## src/rtl/pipeline_ctrl_pkg.sv

```systemverilog
// Shared types and constants for the pipeline stall/flush sequencer.
package pipeline_ctrl_pkg;

  typedef enum logic [1:0] {
    RUN      = 2'd0,
    MEM_WAIT = 2'd1,
    ERROR    = 2'd2
  } hz_state_t;

  localparam logic [4:0] REG_ZERO = 5'd0;

  // Enables and flushes for one cycle, MSB first: PC, IF/ID, ID/EX, EX/MEM, MEM/WB, flushes.
  typedef struct packed {
    logic pc_write;
    logic if_id_write;
    logic id_ex_write;
    logic ex_mem_write;
    logic mem_wb_write;
    logic if_id_flush;
    logic id_ex_flush;
  } pipe_ctrl_t;

  localparam pipe_ctrl_t CTRL_RUN    = 7'b11111_00;
  localparam pipe_ctrl_t CTRL_FREEZE = 7'b00000_00;
  localparam pipe_ctrl_t CTRL_FLUSH  = 7'b11111_11;
  localparam pipe_ctrl_t CTRL_BUBBLE = 7'b00111_01;

endpackage

```

## src/rtl/load_use_detect.sv

```systemverilog
// Load-use hazard: the EX load writes a register that the ID instruction reads.
module load_use_detect
  import pipeline_ctrl_pkg::*;
(
  input  logic [4:0] rs1_i,
  input  logic [4:0] rs2_i,
  input  logic [4:0] rd_i,
  input  logic       mem_read_i,
  output logic       hazard_o
);

  // x0 is hard-wired to zero, so a load into it never creates a dependency.
  assign hazard_o = mem_read_i && (rd_i != REG_ZERO) &&
                    ((rd_i == rs1_i) || (rd_i == rs2_i));

endmodule

```

## src/rtl/pipeline_hazard_ctrl.sv

```systemverilog
// Prioritised stall/flush sequencer: memory freeze > branch flush > load-use bubble.
module pipeline_hazard_ctrl
  import pipeline_ctrl_pkg::*;
#(
  parameter int unsigned MEM_TIMEOUT = 255,
  parameter int unsigned CNT_W       = 32
) (
  input  logic             clk,
  input  logic             rst,
  input  logic [4:0]       if_id_rs1,
  input  logic [4:0]       if_id_rs2,
  input  logic [4:0]       id_ex_rd,
  input  logic             id_ex_mem_read,
  input  logic             ex_branch_taken,
  input  logic             mem_req,
  input  logic             dmem_ready,
  output logic             pc_write,
  output logic             if_id_write,
  output logic             id_ex_write,
  output logic             ex_mem_write,
  output logic             mem_wb_write,
  output logic             if_id_flush,
  output logic             id_ex_flush,
  output logic             mem_timeout_err,
  output logic [CNT_W-1:0] stall_cycles,
  output logic [CNT_W-1:0] flush_events
);

  hz_state_t        state_q, state_d;
  logic [15:0]      wait_q, wait_d;
  logic [16:0]      wait_inc;
  logic             err_q, err_d;
  logic [CNT_W-1:0] stall_q, flush_q;
  logic             load_use;
  pipe_ctrl_t       run_ctrl, ctrl;

  load_use_detect u_load_use (
    .rs1_i      (if_id_rs1),
    .rs2_i      (if_id_rs2),
    .rd_i       (id_ex_rd),
    .mem_read_i (id_ex_mem_read),
    .hazard_o   (load_use)
  );

  assign wait_inc = {1'b0, wait_q} + 17'd1;

  // Controls for an unfrozen cycle; a taken branch squashes ID so load-use is moot.
  always_comb begin
    run_ctrl = CTRL_RUN;
    if (ex_branch_taken) begin
      run_ctrl = CTRL_FLUSH;
    end else if (load_use) begin
      run_ctrl = CTRL_BUBBLE;
    end
  end

  // Next-state and output decode; frozen cycles ignore branch/load-use, which stay valid for release.
  always_comb begin
    // NOTE: every output of this block is defaulted first so no path can infer a latch.
    ctrl    = run_ctrl;
    state_d = state_q;
    wait_d  = wait_q;
    err_d   = err_q;
    case (state_q)
      RUN: begin
        if (mem_req && !dmem_ready) begin
          ctrl    = CTRL_FREEZE;
          state_d = MEM_WAIT;
          wait_d  = '0;
        end
      end
      MEM_WAIT: begin
        if (!dmem_ready) begin
          ctrl   = CTRL_FREEZE;
          wait_d = wait_inc[15:0];
          if (wait_inc >= 17'(MEM_TIMEOUT)) begin
            state_d = ERROR;
            err_d   = 1'b1;
          end
        end else begin
          state_d = RUN;
        end
      end
      ERROR: begin
        ctrl = CTRL_FREEZE;
      end
      default: begin
        ctrl    = CTRL_FREEZE;
        state_d = ERROR;
      end
    endcase
  end

  // State, wait counter, sticky error and performance counters.
  always_ff @(posedge clk or posedge rst) begin
    if (rst) begin
      state_q <= RUN;
      wait_q  <= '0;
      err_q   <= 1'b0;
      stall_q <= '0;
      flush_q <= '0;
    end else begin
      // NOTE: non-blocking assignments so every register samples pre-edge values.
      state_q <= state_d;
      wait_q  <= wait_d;
      err_q   <= err_d;
      stall_q <= stall_q + {{(CNT_W-1){1'b0}}, ~ctrl.pc_write};
      flush_q <= flush_q + {{(CNT_W-1){1'b0}}, ctrl.if_id_flush};
    end
  end

  assign pc_write        = ctrl.pc_write;
  assign if_id_write     = ctrl.if_id_write;
  assign id_ex_write     = ctrl.id_ex_write;
  assign ex_mem_write    = ctrl.ex_mem_write;
  assign mem_wb_write    = ctrl.mem_wb_write;
  assign if_id_flush     = ctrl.if_id_flush;
  assign id_ex_flush     = ctrl.id_ex_flush;
  assign mem_timeout_err = err_q;
  assign stall_cycles    = stall_q;
  assign flush_events    = flush_q;

endmodule

```

## config.mk

```make
export PLATFORM = sky130hd
export DESIGN_NAME = pipeline_hazard_ctrl
export DESIGN_NICKNAME = d
export VERILOG_FILES = /design/src/rtl/pipeline_ctrl_pkg.sv /design/src/rtl/load_use_detect.sv /design/src/rtl/pipeline_hazard_ctrl.sv
export SDC_FILE = /design/constraint.sdc
export NUM_CORES = 1
export LEC_CHECK = 0
export ABC_AREA = 1
export CELL_PAD_IN_SITES_DETAIL_PLACEMENT = 0
export CELL_PAD_IN_SITES_GLOBAL_PLACEMENT = 2
export CORE_MARGIN = 2
export CORE_UTILIZATION = 23
export CTS_CLUSTER_DIAMETER = 100
export CTS_CLUSTER_SIZE = 25
export DETAILED_ROUTE_END_ITERATION = 16
export GPL_ROUTABILITY_DRIVEN = 0
export PLACE_DENSITY_LB_ADDON = 0.1
export SYNTH_ARGS = -nofsm -noshare
export SYNTH_HDL_FRONTEND = slang
export SYNTH_SLANG_ARGS = --single-unit
```

## constraint.sdc

```tcl
create_clock -name clk -period 2.7 [get_ports clk]
set_input_delay 0.54 -clock clk [delete_from_list [all_inputs] [get_ports clk]]
set_output_delay 0.54 -clock clk [all_outputs]
set_load 0.03 [all_outputs]
```

==> flow_metrics.py <==
metrics = {
    "logic_synthesis": {
        "syn_area_per_cell_um2": 8.38,
        "synth_most_common_cell": "nand2_1",
        "netlist_top_cells_count": "nand2_1 (128), dfrtp_1 (83), nor2_1 (54), inv_1 (51), xor2_1 (41)",
        "synthCells": 535,
        "yosysTopAreaCell": "dfrtp_1",
        "syn_nets": 562,
        "ys_seq_area_share_pct": 46.3,
        "async_reset_ff_share_pct": 100,
        "synth_top_area_share_pct": 46.3,
        "synth-seq-cells": 83,
        "synth_area_leaders": "dfrtp_1 (46%), nand2_1 (11%), xor2_1 (8.0%), xnor2_1 (4.9%), nor2_1 (4.5%)",
        "ys_warn_count": 0,
        "synthFlopType": "dfrtp_1",
        "synthesis.area_um2": 4480,
        "synth_edf_count": 0,
        "synth_cell_type_count": 32,
    },
    "cts": {
        "htree_levels": 3,
        "hold_buffers": 0,
        "clock-sinks": 83,
        "cts_buffer_depth": 2,
        "clock_latency_ns": 0.35,
        "ctsRootBufferMaster": "clkbuf_16",
        "cts_tree": "yes",
        "path_clk_slew_ns": 0.06,
        "cts_buffers": 9,
    },
    "critical_path": {
        "crit_fanout": 4,
        "critPathLaunch": "mem_req",
        "arrival_ns": 2.77,
        "worstPathRequired_ns": 2.93,
        "r2r_start": "state_q[1]",
        "r2r_cells": 16,
        "crit_type": "input port to register",
        "cp-end-kind": "register",
        "cp-start-kind": "input port",
    },
    "layout": {
        "synthToLayoutAreaGrowth_pct": 46.9,
        "diodes": 0,
        "layout-drive-gt1-share_pct": 18.7,
        "multi_input_area_um2": 2280,
        "fin_nets": 713,
        "fillerInstances": 2067,
        "seq_area_um2": 2080,
    },
    "floorplan": {
        "initial_core_util_pct": 23.3,
        "io_pins": 93,
        "dieWidth_um": 144,
        "rows": 51,
        "fp.dieArea_um2": 20600,
        "fp.dieH_um": 144,
        "core_um2": 19300,
    },
    "power": {
        "total_power_uw": 3210,
        "power.density_nw_per_um2": 487,
        "max-vdd-ir-drop_mv": 0.283,
        "p_leak_uw": 0.00309,
    },
    "detailed_routing": {
        "route.detailed.drc": 0,
        "wirelength_um": 12700,
        "first_pass_iters": 4,
        "ant_nets": 0,
        "vias": 4024,
        "wl_per_cell_um": 13.3,
        "drtIter0Drc": 157,
        "viasPerCell": 4.21,
    },
    "sta": {
        "hold_viol_final": 0,
        "max_slew_margin_pct": 57.1,
        "worst_pin_slew_ns": 0.643,
        "fmax_mhz": 394,
        "clock-skew-final_ns": 0.0103,
        "hold_slack_ns": 0.476,
        "maxSlewViolCount": 0,
        "fin_setup_tns_ns": 0,
        "min_period_ns": 2.54,
        "period_share_pct": 93.9,
        "setup_viol": 0,
    },
    "placement": {
        "dp_hpwl_um": 9930,
        "portBuffers": 92,
    },
    "run_status": {
        "status": "complete, no violations",
    },
    "global_route": {
        "grt_usage_pct": 13.1,
        "grt-ovfl-total": 0,
        "antenna_found_initial": 0,
        "grt_pass1_wl_um": 21000,
        "grt_max_degree": 36,
        "grt_pass1_vias": 4041,
    },
    "min_path": {
        "hp-start": "mem_timeout_err",
        "hold_path.class": "register to register",
        "whs_path_depth": 2,
    },
    "flow_run": {
        "drv_cap": 0,
    },
}
-- cell type report --
cell class	instances	share of cell area (%)
clock buffer	11	3.69
clock inverter	5	0.950
inverter	62	3.74
multi-input combinational	384	34.6
sequential	83	31.5
tap	265	5.04
timing repair buffer	146	20.4
-- critical path: stages --
cell and delay (ns):
clkdlybuf4s50_1 0.49, nand2_2 0.06, nand2_2 0.07, o21ai_4 0.06
buf_4 0.15, o21ai_2 0.07, ha_2 0.22, ha_4 0.14
nand3_4 0.08, nor3_4 0.18, nand4_1 0.17, inv_2 0.14
nand2_4 0.06, nor2_4 0.13, nand2_2 0.05, xor2_1 0.15
-- routing by layer --
layer	GRT usage (%)	up-vias	part of all wire, %
li1	-	2047	-
met1	17.1	1883	47
met2	21.2	85	47
met3	3.23	9	4.6
met4	3.97	0	1.3
met5	0	-	0
-- what timing repair did --
item	4_1_cts	5_1_grt
pin swaps	9	22
resized for setup	12	34
setup buffers	3	5
endpoints found under the setup margin	23	32
-- placed cells by master (no fill, tap or decap), types with 2 or more instances in the layout --
| master | instances |
|---|---|
| nand2_1 | 124 |
| dfrtp_1 | 83 |
| clkdlybuf4s50_1 | 69 |
| buf_4 | 58 |
| nor2_1 | 50 |
| inv_1 | 48 |
| xor2_1 | 41 |
| nand4_1 | 25 |
| nand3_1 | 25 |
| xnor2_1 | 25 |
| nor3_1 | 22 |
| dlymetal6s2s_1 | 13 |
| inv_2 | 10 |
| o22ai_1 | 9 |
| clkbuf_16 | 9 |
| nor4_1 | 6 |
| nor2_2 | 6 |
| o21ai_0 | 6 |
| nor2_4 | 5 |
| o21ai_1 | 5 |
| nand3_2 | 4 |
| nor3_2 | 4 |
| nand2_2 | 3 |
| nand3_4 | 3 |
| ha_4 | 3 |
| nand2_4 | 2 |
| clkinv_1 | 2 |
| nand3b_1 | 2 |
| ha_1 | 2 |
| clkinv_4 | 2 |
| clkinvlp_4 | 2 |
| clkbuf_2 | 2 |
| buf_6 | 2 |
| clkdlybuf4s15_2 | 2 |
-- stage by stage --
stage	instance area [um2]	setup slack (ns)	cells	utilization, %
4_1_cts	6480	0.00362	951	33.6
3_3_place_gp	6130	-0.544	932	31.8
5_1_grt	6590	-0.0116	956	34.2
2_1_floorplan	4590	-0.0599	535	-
6_report	6590	0.164	956	34.2
3_5_place_dp	6130	-0.586	932	31.8
-- report_power, final --
group | switching (uW) | leakage (uW) | internal [uW]
combinational | 302 | 0.00190 | 215
sequential | 93.0 | 0.00104 | 1310
clock | 545 | 0.000142 | 746
total | 939 | 0.00309 | 2270
-- flip-flops by register name, summed over array words and instances (netlist names) --
register         cells
flush_events        32
stall_cycles        32
wait_q              16
state_q              2
mem_timeout_err      1
-- final timing paths --
path | endpoint | slack, ns
hold reg to reg | mem_timeout_err | 0.48
max in group asynchronous | flush_events[1] | 1.48
setup / recovery | stall_cycles[30] | 0.16
setup reg to reg | flush_events[20] | 0.32
hold / removal | mem_timeout_err | 0.48
min in group asynchronous | stall_cycles[4] | 0.57
-- kinds of logic (layout without fill, tap and decap cells) --
kind of cell | count (synthesis) | in the layout | share of synthesized area (%)
xor gates and xnor gates | 66 | 66 | 12.9
DFF | 83 | 83 | 46.3
adders and majority gates | 6 | 6 | 1.67
buffers and inverters | 68 | 224 | 6.14
and+or+nand+nor | 287 | 287 | 29.8
AOI/OAI and AO/OA | 25 | 25 | 3.10
Note: power is estimated with default switching activity, not from simulation.
